**src/rtl/imem_pkg.sv**
```systemverilog
// Shared constants and loader state encoding for the
// instruction-memory loader.
package imem_pkg;

  localparam int IMEM_AW    = 6;
  localparam int IMEM_DW    = 32;
  localparam int IMEM_DEPTH = 64;

  typedef enum logic [1:0] {
    S_IDLE,
    S_COLLECT,
    S_WRITE,
    S_DONE
  } ld_state_e;

endpackage

```
**src/rtl/word_packer.sv**
```systemverilog
// Byte-serial to word packer: shifts bytes in MSB-first and
// flags the byte that completes a word.
//   clk, reset   : clock, sync active-high reset
//   clear_i      : restart byte count for a new load
//   shift_en_i   : accept byte_i this cycle
//   byte_i       : incoming byte
//   word_o       : assembled word register
//   word_ready_o : the byte being accepted completes the word
module word_packer #(
  parameter int DW = imem_pkg::IMEM_DW
) (
  input  logic          clk,
  input  logic          reset,
  input  logic          clear_i,
  input  logic          shift_en_i,
  input  logic [7:0]    byte_i,
  output logic [DW-1:0] word_o,
  output logic          word_ready_o
);

  localparam int NB = DW / 8;
  localparam int CW = $clog2(NB);
  localparam logic [CW-1:0] LAST = CW'(NB - 1);

  logic [DW-1:0] word_q, word_d;
  logic [CW-1:0] cnt_q, cnt_d;

  always_comb begin
    word_d = word_q;
    cnt_d  = cnt_q;
    if (clear_i) begin
      cnt_d = '0;
    end else if (shift_en_i) begin
      word_d = {word_q[DW-9:0], byte_i};
      cnt_d  = cnt_q + 1'b1;
    end
  end

  always_ff @(posedge clk) begin
    if (reset) begin
      word_q <= '0;
      cnt_q  <= '0;
    end else begin
      word_q <= word_d;
      cnt_q  <= cnt_d;
    end
  end

  assign word_o       = word_q;
  assign word_ready_o = shift_en_i && (cnt_q == LAST);

endmodule

```
**src/rtl/imem_loader.sv**
```systemverilog
// Loads a byte stream into the instruction memory write port.
//   clk, reset     : clock, sync active-high reset
//   start          : begin load of num_words (ignored mid-load)
//   in_valid/byte  : byte stream, MSB byte first; in_ready accepts
//   mem_we/a/wd    : one-cycle write strobe, word address, data
//   busy, done     : load in progress / load complete (held)
//   words_written  : words written in current or last load
module imem_loader #(
  parameter int IMEM_AW = imem_pkg::IMEM_AW,
  parameter int IMEM_DW = imem_pkg::IMEM_DW
) (
  input  logic               clk,
  input  logic               reset,
  input  logic               start,
  input  logic [6:0]         num_words,
  input  logic               in_valid,
  input  logic [7:0]         in_byte,
  output logic               in_ready,
  output logic               mem_we,
  output logic [IMEM_AW-1:0] mem_a,
  output logic [IMEM_DW-1:0] mem_wd,
  output logic               busy,
  output logic               done,
  output logic [6:0]         words_written
);

  import imem_pkg::*;

  localparam logic [6:0] MAXW = 7'(IMEM_DEPTH);

  ld_state_e          state_q, state_d;
  logic [IMEM_AW-1:0] addr_q, addr_d;
  logic [6:0]         ww_q, ww_d;
  logic [6:0]         tgt_q, tgt_d;
  logic [6:0]         ww_inc;
  logic [6:0]         sat_n;
  logic               accept;
  logic               pk_clear;
  logic               word_ready;
  logic [IMEM_DW-1:0] word;

  assign accept = (state_q == S_COLLECT) && in_valid;
  assign ww_inc = ww_q + 7'd1;
  assign sat_n  = (num_words > MAXW) ? MAXW : num_words;

  word_packer #(.DW(IMEM_DW)) u_packer (
    .clk          (clk),
    .reset        (reset),
    .clear_i      (pk_clear),
    .shift_en_i   (accept),
    .byte_i       (in_byte),
    .word_o       (word),
    .word_ready_o (word_ready)
  );

  always_comb begin
    state_d  = state_q;
    addr_d   = addr_q;
    ww_d     = ww_q;
    tgt_d    = tgt_q;
    pk_clear = 1'b0;
    unique case (state_q)
      S_IDLE, S_DONE: begin
        if (start) begin
          pk_clear = 1'b1;
          addr_d   = '0;
          ww_d     = '0;
          tgt_d    = sat_n;
          state_d  = (num_words == 7'd0) ? S_DONE : S_COLLECT;
        end
      end
      S_COLLECT: begin
        if (word_ready) state_d = S_WRITE;
      end
      S_WRITE: begin
        ww_d = ww_inc;
        // Address holds on the final word so it never wraps.
        if (ww_inc == tgt_q) begin
          state_d = S_DONE;
        end else begin
          addr_d  = addr_q + 1'b1;
          state_d = S_COLLECT;
        end
      end
      default: state_d = S_IDLE;
    endcase
  end

  always_ff @(posedge clk) begin
    if (reset) begin
      state_q <= S_IDLE;
      addr_q  <= '0;
      ww_q    <= '0;
      tgt_q   <= '0;
    end else begin
      state_q <= state_d;
      addr_q  <= addr_d;
      ww_q    <= ww_d;
      tgt_q   <= tgt_d;
    end
  end

  assign in_ready      = (state_q == S_COLLECT);
  assign mem_we        = (state_q == S_WRITE);
  assign busy          = (state_q == S_COLLECT) || (state_q == S_WRITE);
  assign done          = (state_q == S_DONE);
  assign mem_a         = addr_q;
  assign mem_wd        = word;
  assign words_written = ww_q;

endmodule

```
**config.mk**
```make
export PLATFORM = sky130hd
export DESIGN_NAME = imem_loader
export DESIGN_NICKNAME = d
export VERILOG_FILES = /design/src/rtl/imem_pkg.sv /design/src/rtl/word_packer.sv /design/src/rtl/imem_loader.sv
export SDC_FILE = /design/constraint.sdc
export NUM_CORES = 1
export LEC_CHECK = 0
export ABC_AREA = 0
export BUFFER_PORTS_ARGS = -buffer_cell sky130_fd_sc_hd__buf_2
export CORE_AREA = 4 4 111 60
export CTS_BUF_LIST = sky130_fd_sc_hd__clkbuf_4
export DETAILED_ROUTE_END_ITERATION = 10
export DIE_AREA = 0 0 115 64
export PLACE_DENSITY = 0.78
export SLEW_MARGIN = 20
export SYNTH_ARGS = -nofsm -noshare
export SYNTH_HDL_FRONTEND = slang
export SYNTH_SLANG_ARGS = --single-unit
```
**constraint.sdc**
```tcl
create_clock -name clk -period 2.5 [get_ports clk]
set_input_delay 0.25 -clock clk [delete_from_list [all_inputs] [get_ports clk]]
set_output_delay 0.25 -clock clk [all_outputs]
set_load 0.005 [all_outputs]
```
==> metrics <==
status complete, no violations; Setup CP Type reg2reg; Synth Area in Simple Gates 0.242; post-synthesis xor/xnor area fraction 0.0381; Worst path depth 6; Synth top cells by count nand2_1 (78), dfxtp_1 (56), a21oi_1 (47), clkbuf_1 (18), nor2_1 (15); Die Ht 64 µm; Post-DRT Antenna Nets 0; Seq cells post-synth 56; CP Cell Sequence ha_1 -> xnor2_1 -> o211ai_1 -> a2111oi_4 -> a21oi_2 -> mux2i_1; vias in the first global route 2002; post-synthesis compound-gate area fraction 0.196; cells after synthesis 306; # hold bufs at CTS 0; GPL Wtd Cong 0.853; post-synthesis mux area share 0.0119; PwrDens 756 nW/µm²; Setup TNS Final 0 ns; Critical Path AT 2.49 ns; H-tree levels 2; CTS max path bufs 2; CP required 2.76 ns; synthesized cell area 2530 µm²; First-pass DRT Iterations 4; largest cells by area after synthesis dfxtp_1 (44%), nand2_1 (12%), a21oi_1 (9.3%); final hold slack 0.0920 ns; Area Overhead vs Synth 18.4%; Slew Limit Fails 0; Total Power 2.26 mW; share of the synthesized area in the top cell type 0.444; Avg Inst Size Synth 8.26 µm²; Total GRT Usage 0.169; row count 20; first-pass GRT wire length 10100 µm; PortBufs 67; Synth Area in Adders 0.0347; vias post-DR 2269; CTS tree built; number of flops mapped to enable cells by yosys 0; post-CTS sizing 0; DR iter-0 viols 143; most numerous cell in the Yosys netlist nand2_1; yosys synthesis warning count 0; WP buf/inv 0; largest family of logic cells by synthesized area simple AND/OR/NAND/NOR gates; crit-path max FO 7; hpwl dp 4600 µm; setup violators final 0; CP Capture Type flop; DRC violations left 0; post-synthesis sequential area ratio 0.444; HP Class in2reg; final worst-path cycle share 0.892; clock latency on the worst-skew pair 0.37 ns; Max stage delay cell, worst path a2111oi_4; crit path launch words_written[0]$_SDFFE_PP0P_; reg2reg path depth 6; initial antenna violation count 0; Worst VDD drop 0.270 mV; share of layout cells above drive strength 1 0.243; Synth cell types 42; RR Startpoint words_written[0]$_SDFFE_PP0P_; routed len/inst 14.0 µm; Die Wd 115 µm; NumNets Final 392; Tmin final 2.23 ns; Fmax 448 MHz; CTS Root Cell clkbuf_4; crit path to mem_a[1]$_SDFFE_PP0P_; final wirelength 6200 µm; total setup buffers inserted after CTS 0; Clock Skews 0.0112 ns; Slew @ Worst Pin 0.727 ns; I/O pin count 68; Largest stage delay, worst path 0.54 ns; startpoint types flop; vias per cell 5.11; clock sink total 56; unrepaired setup endpoints after global routing no; relative slew slack 0.510; Most used DFF post-synth dfxtp_1; Synth area leader dfxtp_1; Initial Util 0.435; number of CTS-inserted buffers 5; r2r endpoint mem_a[1]$_SDFFE_PP0P_; P_leak 1.22 nW; fillers 596; Reg clk slew, reported paths 0.16 ns; global route overflow 0; pin count of the biggest net entering global routing 37; Async S/R FF share, synth 0; syn_nets 332; reg2reg setup slack 0.27 ns; final count of hold timing violations 0; max-cap violation count 0; core area 5810 µm²; Ant. Diodes 0; Top delay family on crit path compound AO/OA/AOI/OAI gates; Die Area 7360 µm²
## kinds of logic (layout without fill, tap and decap cells)
group                    Yosys count  in the layout
adder cells (fa/ha/maj)            7              7
buffers and inverters             23             84
AND/OR/NAND/NOR                  130            130
multiplexers                       3              3
AO/OA/AOI/OAI                     76             76
XOR/XNOR                          11             11
flip-flops                        56             56
## how the worst min path moves through the flow
| stage | depth (start not counted) | slack (ns) | start | end |
|---|---|---|---|---|
| 6_report | 3 | 0.09 | in_byte[2] | u_packer.word_o[2]$_SDFFE_PP0P_ |
| 4_1_cts | 3 | 0.08 | in_byte[4] | u_packer.word_o[4]$_SDFFE_PP0P_ |
| 2_1_floorplan | 1 | 0.35 | start | u_packer.cnt_q[0]$_SDFFE_PP0P_ |
| 3_5_place_dp | 2 | 0.45 | u_packer.word_o[26]$_SDFFE_PP0P_ | u_packer.word_o[26]$_SDFFE_PP0P_ |
| 3_3_place_gp | 2 | 0.44 | u_packer.word_o[31]$_SDFFE_PP0P_ | u_packer.word_o[31]$_SDFFE_PP0P_ |
| 5_1_grt | 3 | 0.07 | in_byte[3] | u_packer.word_o[3]$_SDFFE_PP0P_ |
## state kept, by name (all words and copies together) (netlist names)
name,cells
u_packer.cnt_q,2
mem_a,6
tgt_q,7
state_q,2
u_packer.word_o,32
words_written,7
## layer usage
layer  wire [µm]  GRT usage
met5           0          0
met4          62     0.0366
met3         402     0.0369
met2        2670      0.251
met1        3060      0.250
## placed cells by master (no fill, tap or decap), types with 4 or more instances in the layout
cell | Yosys | routed
a21oi_1 | 47 | 46
nand2_1 | 78 | 78
nor3b_1 | 6 | 6
nand3_1 | 7 | 7
a211oi_1 | 4 | 4
buf_2 | 1 | 67
ha_1 | 7 | 7
clkbuf_4 | 0 | 6
o21ai_0 | 4 | 4
o2bb2ai_1 | 4 | 4
nand2b_1 | 7 | 7
xor2_1 | 5 | 5
a21o_1 | 4 | 4
xnor2_1 | 6 | 6
buf_4 | 0 | 6
nor2_1 | 15 | 15
dfxtp_1 | 56 | 56
## area by class of cell
class                   instances  area [µm²]  share of cell area
inverters                       3        11.3             0.00376
well taps                      77        96.3              0.0322
clock inverters                 2        16.3             0.00543
flip-flops and latches         56        1120               0.375
clock buffers                   6        45.0              0.0151
multi-input cells             227        1320               0.442
repair buffers                 73         380               0.127
## tightest hold or removal path: cells and delay by family
family	cells	cell delay, ns
buffers and inverters	1	0.10
AO/OA/AOI/OAI	1	0.05
AND/OR/NAND/NOR	1	0.04
## where the power goes
group	total (mW)	switching (mW)	internal (mW)
sequential	1.01	0.0564	0.955
combinational	0.844	0.529	0.315
clock	0.406	0.283	0.124
total	2.26	0.868	1.39
## per-stage QoR
stage                     worst slack [ns]  cell area, µm²  utilization  instances
after floorplan                      0.553            2530            -        306
after global placement               0.412            2930        0.505        436
after detailed placement             0.293            2930        0.505        436
after CTS                            0.279            2990        0.516        444
after global routing                0.0978            2990        0.516        444
final                                0.270            2990        0.516        444
No activity file was read; power rests on OpenSTA's default activity.
